## src/rtl/sap_pkg.sv

```systemverilog
`default_nettype none
// +--------------------------------------------------------------------------+
// | sap_pkg : opcodes, one-hot T-states and control-word type for sap_ctrl   |
// | Rev 1.0                                                                  |
// +--------------------------------------------------------------------------+
package sap_pkg;

  localparam logic [3:0] OP_LDA = 4'b0000;
  localparam logic [3:0] OP_ADD = 4'b0001;
  localparam logic [3:0] OP_SUB = 4'b0010;
  localparam logic [3:0] OP_OUT = 4'b1110;
  localparam logic [3:0] OP_HLT = 4'b1111;

  typedef enum logic [5:0] {
    T1 = 6'b000001,
    T2 = 6'b000010,
    T3 = 6'b000100,
    T4 = 6'b001000,
    T5 = 6'b010000,
    T6 = 6'b100000
  } t_state_e;

  typedef struct packed {
    logic cp;
    logic ep;
    logic lm;
    logic ce;
    logic li;
    logic ei;
    logic la;
    logic ea;
    logic su;
    logic eu;
    logic lb;
    logic lo;
  } ctrl_word_t;

  // High-actives at 0, low-actives at 1.
  localparam ctrl_word_t CW_IDLE = '{
    cp: 1'b0, ep: 1'b0, lm: 1'b1, ce: 1'b1, li: 1'b1, ei: 1'b1,
    la: 1'b1, ea: 1'b0, su: 1'b0, eu: 1'b0, lb: 1'b1, lo: 1'b1
  };

endpackage
`default_nettype wire

```

## src/rtl/sap_ctrl_if.sv

```systemverilog
`default_nettype none
// +--------------------------------------------------------------------------+
// | sap_ctrl_if : opcode/step inputs and control-word outputs of sap_ctrl    |
// | Rev 1.0                                                                  |
// +--------------------------------------------------------------------------+
interface sap_ctrl_if #(
  parameter int OPC_W = 4
);
  logic [OPC_W-1:0] opcode;
  logic             step_en;
  logic             step;
  logic             cp;
  logic             ep;
  logic             lm;
  logic             ce;
  logic             li;
  logic             ei;
  logic             la;
  logic             ea;
  logic             su;
  logic             eu;
  logic             lb;
  logic             lo;
  logic             hlt;
  logic [5:0]       t_state;

  modport master (
    output opcode, step_en, step,
    input  cp, ep, lm, ce, li, ei, la, ea, su, eu, lb, lo, hlt, t_state
  );

  modport slave (
    input  opcode, step_en, step,
    output cp, ep, lm, ce, li, ei, la, ea, su, eu, lb, lo, hlt, t_state
  );
endinterface
`default_nettype wire

```

## src/rtl/sap_ring_counter.sv

```systemverilog
`default_nettype none
// +--------------------------------------------------------------------------+
// | sap_ring_counter : T1..T6 one-hot ring with free-run/step and HLT freeze |
// | Rev 1.0                                                                  |
// +--------------------------------------------------------------------------+
module sap_ring_counter
  import sap_pkg::*;
(
  input  wire logic     clk,
  input  wire logic     clr,
  input  wire logic     step_en_i,
  input  wire logic     step_i,
  input  wire logic     hlt_op_i,
  output t_state_e      t_state_o,
  output logic          hlt_o
);

  t_state_e t_q;
  t_state_e t_d;
  logic     hlt_q;
  logic     adv;

  assign adv = ~step_en_i | step_i;

  always_comb begin
    t_d = T1;
    case (t_q)
      T1:      t_d = T2;
      T2:      t_d = T3;
      T3:      t_d = T4;
      T4:      t_d = T5;
      T5:      t_d = T6;
      default: t_d = T1;
    endcase
  end

  // HLT is taken on the edge that would leave T4, so the ring parks there.
  always_ff @(posedge clk) begin
    if (clr) begin
      t_q   <= T1;
      hlt_q <= 1'b0;
    end else if (adv && !hlt_q) begin
      if (t_q == T4 && hlt_op_i) begin
        hlt_q <= 1'b1;
      end else begin
        t_q <= t_d;
      end
    end
  end

  assign t_state_o = t_q;
  assign hlt_o     = hlt_q;

endmodule
`default_nettype wire

```

## src/rtl/sap_ctrl.sv

```systemverilog
`default_nettype none
// +--------------------------------------------------------------------------+
// | sap_ctrl : SAP controller-sequencer, ring counter plus control decode    |
// | Rev 1.0                                                                  |
// +--------------------------------------------------------------------------+
module sap_ctrl
  import sap_pkg::*;
#(
  parameter int OPC_W = 4
) (
  input wire logic  clk,
  input wire logic  clr,
  sap_ctrl_if.slave bus
);

  logic [OPC_W-1:0] opc;
  t_state_e         t_state;
  logic             hlt;
  ctrl_word_t       cw;

  assign opc = bus.opcode;

  sap_ring_counter u_ring (
    .clk       (clk),
    .clr       (clr),
    .step_en_i (bus.step_en),
    .step_i    (bus.step),
    .hlt_op_i  (opc == OPC_W'(OP_HLT)),
    .t_state_o (t_state),
    .hlt_o     (hlt)
  );

  // clr and halt both blank the control word without waiting for an edge.
  always_comb begin
    cw = CW_IDLE;
    if (!clr && !hlt) begin
      case (t_state)
        T1: begin
          cw.ep = 1'b1;
          cw.lm = 1'b0;
        end
        T2: cw.cp = 1'b1;
        T3: begin
          cw.ce = 1'b0;
          cw.li = 1'b0;
        end
        T4: begin
          case (opc)
            OPC_W'(OP_LDA), OPC_W'(OP_ADD), OPC_W'(OP_SUB): begin
              cw.lm = 1'b0;
              cw.ei = 1'b0;
            end
            OPC_W'(OP_OUT): begin
              cw.ea = 1'b1;
              cw.lo = 1'b0;
            end
            default: ;
          endcase
        end
        T5: begin
          case (opc)
            OPC_W'(OP_LDA): begin
              cw.ce = 1'b0;
              cw.la = 1'b0;
            end
            OPC_W'(OP_ADD), OPC_W'(OP_SUB): begin
              cw.ce = 1'b0;
              cw.lb = 1'b0;
            end
            default: ;
          endcase
        end
        T6: begin
          if (opc == OPC_W'(OP_ADD) || opc == OPC_W'(OP_SUB)) begin
            cw.eu = 1'b1;
            cw.la = 1'b0;
            cw.su = (opc == OPC_W'(OP_SUB));
          end
        end
        default: ;
      endcase
    end
  end

  assign bus.cp      = cw.cp;
  assign bus.ep      = cw.ep;
  assign bus.lm      = cw.lm;
  assign bus.ce      = cw.ce;
  assign bus.li      = cw.li;
  assign bus.ei      = cw.ei;
  assign bus.la      = cw.la;
  assign bus.ea      = cw.ea;
  assign bus.su      = cw.su;
  assign bus.eu      = cw.eu;
  assign bus.lb      = cw.lb;
  assign bus.lo      = cw.lo;
  assign bus.hlt     = hlt;
  assign bus.t_state = t_state;

endmodule
`default_nettype wire
```

## src/flat_wrapper.sv

```systemverilog
// flat-port wrapper written by rule: the top's interface ports become plain ports
module sap_ctrl_flat import sap_pkg::*;
#(
  parameter int OPC_W = 4
)
  (clk, clr, bus_opcode, bus_step_en, bus_step, bus_cp, bus_ep, bus_lm, bus_ce, bus_li, bus_ei, bus_la, bus_ea, bus_su, bus_eu, bus_lb, bus_lo, bus_hlt, bus_t_state);
  sap_ctrl_if #(.OPC_W(OPC_W)) bus_i ();
  input wire logic clk;
  input wire logic clr;
  input wire logic [$bits(bus_i.opcode)-1:0] bus_opcode;
  input wire logic [$bits(bus_i.step_en)-1:0] bus_step_en;
  input wire logic [$bits(bus_i.step)-1:0] bus_step;
  output wire logic [$bits(bus_i.cp)-1:0] bus_cp;
  output wire logic [$bits(bus_i.ep)-1:0] bus_ep;
  output wire logic [$bits(bus_i.lm)-1:0] bus_lm;
  output wire logic [$bits(bus_i.ce)-1:0] bus_ce;
  output wire logic [$bits(bus_i.li)-1:0] bus_li;
  output wire logic [$bits(bus_i.ei)-1:0] bus_ei;
  output wire logic [$bits(bus_i.la)-1:0] bus_la;
  output wire logic [$bits(bus_i.ea)-1:0] bus_ea;
  output wire logic [$bits(bus_i.su)-1:0] bus_su;
  output wire logic [$bits(bus_i.eu)-1:0] bus_eu;
  output wire logic [$bits(bus_i.lb)-1:0] bus_lb;
  output wire logic [$bits(bus_i.lo)-1:0] bus_lo;
  output wire logic [$bits(bus_i.hlt)-1:0] bus_hlt;
  output wire logic [$bits(bus_i.t_state)-1:0] bus_t_state;
  assign bus_i.opcode = bus_opcode;
  assign bus_i.step_en = bus_step_en;
  assign bus_i.step = bus_step;
  assign bus_cp = bus_i.cp;
  assign bus_ep = bus_i.ep;
  assign bus_lm = bus_i.lm;
  assign bus_ce = bus_i.ce;
  assign bus_li = bus_i.li;
  assign bus_ei = bus_i.ei;
  assign bus_la = bus_i.la;
  assign bus_ea = bus_i.ea;
  assign bus_su = bus_i.su;
  assign bus_eu = bus_i.eu;
  assign bus_lb = bus_i.lb;
  assign bus_lo = bus_i.lo;
  assign bus_hlt = bus_i.hlt;
  assign bus_t_state = bus_i.t_state;
  sap_ctrl #(.OPC_W(OPC_W)) u_core (.clk(clk), .clr(clr), .bus(bus_i));
endmodule
```

## config.mk

```make
export PLATFORM = sky130hd
export DESIGN_NAME = sap_ctrl_flat
export DESIGN_NICKNAME = d
export VERILOG_FILES = /design/src/rtl/sap_pkg.sv /design/src/rtl/sap_ctrl_if.sv /design/src/rtl/sap_ring_counter.sv /design/src/rtl/sap_ctrl.sv /design/src/flat_wrapper.sv
export SDC_FILE = /design/constraint.sdc
export NUM_CORES = 1
export LEC_CHECK = 0
export ABC_AREA = 1
export CAP_MARGIN = 5
export CORE_MARGIN = 4
export CORE_UTILIZATION = 42
export DETAILED_ROUTE_END_ITERATION = 6
export GPL_TIMING_DRIVEN = 1
export HOLD_SLACK_MARGIN = 0.08
export PLACE_DENSITY = 0.9
export SLEW_MARGIN = 20
export SYNTH_ARGS = -nofsm -noshare
export SYNTH_HDL_FRONTEND = slang
export SYNTH_SLANG_ARGS = --single-unit
```

## constraint.sdc

```tcl
create_clock -name clk -period 2.65 [get_ports clk]
set_input_delay 0.53 -clock clk [delete_from_list [all_inputs] [get_ports clk]]
set_output_delay 0.53 -clock clk [all_outputs]
set_load 0.01 [all_outputs]
```

After elaboration in Yosys (flattened, before gate mapping):

Cells that the tools add are included.

* flip-flop bits (word level): 7
* bits of input ports: 8
* output and inout bits: 19
* word-level logic and storage cells: 46

* equality and inequality tests: 10
* mux-type cells: 20
* bitwise gates (word level): 3
* reductions and logical operators: 11

Operators by type and width (number)
* 6-bit case mux with 5 select lines: 1
* 1-bit two-way mux: 13
* 12-bit two-way mux: 1
* 4-bit equality test, second input constant: 2
* 6-bit by 1-bit equality test with 1-bit output, second input constant: 1
* 6-bit by 2-bit equality test with 1-bit output, second input constant: 1
* 6-bit by 3-bit equality test with 1-bit output, second input constant: 1
* 6-bit by 4-bit equality test with 1-bit output, second input constant: 1
* 6-bit by 5-bit equality test with 1-bit output, second input constant: 1
* 6-bit equality test, second input constant: 1
* 1-bit case mux with 2 select lines: 3
* 4-bit by 1-bit equality test with 1-bit output, second input constant: 1
* 4-bit by 2-bit equality test with 1-bit output, second input constant: 1
* 4-bit logical NOT: 1
* 2-bit two-way mux: 2
* 2-bit AND reduction: 2
* 1-bit logical AND: 3
* 3-bit OR reduction: 1
* 1-bit logical NOT: 2
* 1-bit inverter: 2
* 2-bit OR reduction: 1
* 1-bit logical OR: 1
* 1-bit bitwise OR: 1

Depth between registers and ports, before layout:

* word-level depth: 5
* depth in mapped cells: 8
* mapped depth without buffers: 8

Modules after synthesis:

Synthesis repeated with hierarchy kept, for this count alone.

* cell total of the unflattened synthesis: 112
* area total of the unflattened synthesis: 660.6 um2

By module, submodules not included
* sap_ring_counter: times used 1, cells an instance 58, area an instance 397.9 um2, seq. area each 140.1 um2
* sap_ctrl: times used 1, cells an instance 54, area an instance 262.8 um2, seq. area each 0.0 um2

Worst setup path before layout:

No wires, ideal clock.

* path type: input-to-output
* start point: input port clr
* end point: output port bus_lo
* arrival: 1131 ps
* required time: 2120 ps
* setup slack: 989 ps
* cell stages on the path: 4
* buffers on the path: 0
* path through: nor2_4 > nand3_1 > nor3_2 > inv_1

* cells in the longest elaborated chain, start to end: 3

Ends and longest elaborated chain
* start, declared: RTL line flat_wrapper.sv:9 `input wire logic clr;`
* 1-bit logical NOT: RTL line sap_ctrl.sv:36 `if (!clr && !hlt) begin`
* 1-bit logical AND: RTL line sap_ctrl.sv:36
* 12-bit two-way mux: RTL line sap_ctrl.sv:36
* end, declared: RTL line flat_wrapper.sv:24 `output wire logic [$bits(bus_i.lo)-1:0] bus_lo;`

Every way passes these cells.

Final worst setup path:

* start point: input port bus_opcode[2]
* end point: output port bus_eu

* cells in the longest elaborated chain, start to end: 5
* elaborated cells on any way between the ends: 6
* classes of those cells: eq/ne (2); mux (3); reduce/logical (1)

Ends and longest elaborated chain
* start, declared: RTL line flat_wrapper.sv:10 `input wire logic [$bits(bus_i.opcode)-1:0] bus_opcode;`
* 4-bit by 1-bit equality test with 1-bit output / 4-bit by 2-bit equality test with 1-bit output (equally long branches): RTL line sap_ctrl.sv:74 `if (opc == OPC_W'(OP_ADD) || opc == OPC_W'(OP_SUB)) begin`
* 1-bit logical OR *: RTL line sap_ctrl.sv:74
* 2-bit two-way mux *: RTL line sap_ctrl.sv:74
* 2-bit two-way mux *: RTL line sap_ctrl.sv:37 `case (t_state)`
* 12-bit two-way mux *: RTL line sap_ctrl.sv:36
* end, declared: RTL line flat_wrapper.sv:22 `output wire logic [$bits(bus_i.eu)-1:0] bus_eu;`

Mark *: on every way between the ends. The rest lies on a longest branch, timed or not.

==> summary.md <==
| Metric | Value |
|---|---|
| Setup TNS | `0 ns` |
| Drt wl/cell | `11.23 µm` |
| Routed WL | `1538 µm` |
| Arrival @ worst endpoint | `2.00 ns` |
| # diodes | `0` |
| First-pass GRT wire length | `2442 µm` |
| Sequential area share after synthesis | `0.2523` |
| Seq cells post-synth | `7` |
| Share of cells above drive strength 1 | `0.1382` |
| P&R area growth vs syn | `57.66%` |
| Pre-CTS setup slack | `-0.01411 ns` |
| Status | `completed` |
| Vias in the first global route | `607` |
| Starting Density | `0.4744` |
| Worst slew pin tran | `0.3011 ns` |
| Post-layout min period | `2.527 ns` |
| Startpoint type of the worst setup path | `primary input` |
| Setup CP Type | `in -> out` |
| Max Fclk | `395.7 MHz` |
| Pwr per Cell Area | `357.3 nW/µm²` |
| Final setup fails | `0` |
| DIE AREA | `1969 µm²` |
| Cell depth of the worst flop-to-flop path | `6` |
| Via count | `694` |
| CTS tree | `built` |
| EDFF count, synth | `0` |
| Slew HR | `0.7990` |
| IO Count | `27` |
| Avg Inst Size Synth | `6.038 µm²` |
| Die Y-Extent | `44.37 µm` |
| CP delay by family, top | `buffers and inverters` |
| Hold crit path type | `reg -> reg` |
| Num CTS Buffers | `3` |
| Crit path largest cell delay | `0.52 ns` |
| CTS max path bufs | `2` |
| H-tree depth | `1` |
| Dpl cell area | `840.8 µm²` |
| Ys flop type | `dfxtp_1` |
| Critical path endpoint category | `primary output` |
| NumNets Final | `132` |
| M1 WL | `642 µm` |
| Worst skew pair latency | `0.24 ns` |
| Tcrit/Tclk final | `0.9537` |
| Ys async rst share | `0` |
| GP Congestion | `0.8352` |
| Slowest CP cell | `clkdlybuf4s50_1` |
| RSZ-0062 raised after global routing | `no` |
| Setup Skew | `0.002759 ns` |
| Root Buffer | `clkbuf_4` |
| Syn_nets | `100` |
| Largest net degree at the start of global routing | `7` |
| Syn Inst Count | `92` |
| Peak VDD IR | `0.3099 mV` |
| WP buf/inv | `3` |
| Drt first pass iters | `4` |
| Row cnt | `12` |
| Hold Vio Cnt, Final | `0` |
| Routed length on met3 | `119 µm` |
| Vias/cell | `5.066` |
| Final Core Density | `0.7479` |
| Clock slew at reported path FFs | `0.05 ns` |
| P_leak | `0.4121 nW` |
| Critical path, cell by cell | `clkdlybuf4s50_1 -> nor2_2 -> nand2_1 -> nor3_2 -> nand2_1 -> inv_1 -> clkdlybuf4s50_1` |
| Die width | `44.37 µm` |
| DRT antenna net count | `0` |
| Drt drc | `0` |
| Slew Limit Fails | `0` |
| CP Max Fanout | `3` |
| Synth warn | `0` |
| Worst setup margin | `0.1227 ns` |
| Dpl hpwl | `1351 µm` |
| Met2 WL | `752 µm` |
| Mapped cell area | `555.5 µm²` |
| Port bufs | `26` |
| Yosys cell types | `20` |
| DR top layer | `met4` |
| DR iter-0 viols | `20` |
| R2R Setup Slk | `1.43 ns` |
| CP Depth | `7` |
| # fillers | `110` |
| Hold_buf cts | `0` |
| Max cap viols | `0` |
| Hold Crit Depth | `2` |
| Clock Sinks | `7` |
| Critical Path RT | `2.12 ns` |
| Antenna violations before repair | `0` |
| Setup bufs post-CTS | `0` |
| Area of the core | `1171 µm²` |
| GRT overflow | `0` |
| GRT Util Overall | `0.1729` |
| Post-route cell area | `875.8 µm²` |
state kept, by name (all words and copies together) (netlist names):
register,count
u_core.u_ring.hlt_o,1
u_core.u_ring.t_state_o,6
per-layer routing:
metal | global-route usage | vias up
li1 | - | 357
met1 | 0.1820 | 298
met2 | 0.3052 | 35
met3 | 0.02033 | 4
met4 | 0.1386 | 0
met5 | 0 | -
cell usage in the layout, fill, tap and decap left out, types with 2 or more instances in the layout:
cell type,count
nand3_2,2
o211ai_1,2
inv_1,14
dlymetal6s2s_1,3
inv_2,2
clkdlybuf4s50_1,22
nor2_4,2
clkbuf_4,3
dfxtp_1,7
nor2_2,2
nor3_2,2
nor2_1,21
nand3_1,8
o21ai_0,2
nand4_1,3
nand2_1,18
logic make-up after synthesis:
kind of cell    Yosys count  share of synthesized area
simple gates             61                     0.5496
buf+inv                  17                     0.1149
flops                     7                     0.2522
compound gates            7                    0.08333
what timing repair did:
item | in CTS | in global routing
gates resized for setup | 1 | 4
cloned | 0 | 0
endpoints found under the setup margin | 1 | 4
pin swaps | 1 | 1
where the power goes:
group          internal [W]  leakage (nW)  switching (W)
Combinational     0.0000463         0.340      0.0000517
Clock             0.0000572        0.0150      0.0000350
Sequential         0.000112        0.0575      0.0000102
final timing paths:
path | to | from
setup / recovery | bus_eu | bus_opcode[2]
hold / removal | u_core.u_ring.t_state_o[1] | u_core.u_ring.t_state_o[1]
setup reg to reg | u_core.u_ring.t_state_o[0] | u_core.u_ring.t_state_o[3]
hold reg to reg | u_core.u_ring.t_state_o[1] | u_core.u_ring.t_state_o[1]
through the flow:
step,hold slack [ns],power [W],instances
3_5_place_dp,0.5350,0.0002233,133
5_1_grt,0.5649,0.0003361,137
2_1_floorplan,0.5375,0.0001762,92
6_report,0.5426,0.0003129,137
3_3_place_gp,0.5176,0.0002200,133
4_1_cts,0.5450,0.0003201,137
synthesized netlist by cell type (all sizes together), types with 2 or more instances:
cell type / count / area (µm²)
nor2: 25 / 111.4
nand2: 19 / 73.82
inv: 16 / 60.06
nand3: 10 / 60.06
dfxtp: 7 / 140.1
nand4: 4 / 31.28
a21oi: 2 / 13.76
nor3: 2 / 20.02
o211ai: 2 / 15.01
o21ai: 2 / 10.01
cell type report:
class	count	area, µm²	share of cell area
Tap cell	14	17.52	0.02000
Sequential cell	7	140.1	0.1600
Multi-Input combinational cell	68	354.1	0.4043
Inverter	17	63.81	0.07286
Timing Repair Buffer	27	274.0	0.3129
Clock buffer	4	26.28	0.03000
worst reg2reg max path: cells and delay by family (launching register included):
| family | cells | cell delay, ns |
|---|---|---|
| and+or+nand+nor | 6 | 0.76 |
| DFF | 1 | 0.35 |
(Power assumes the default switching activity.)
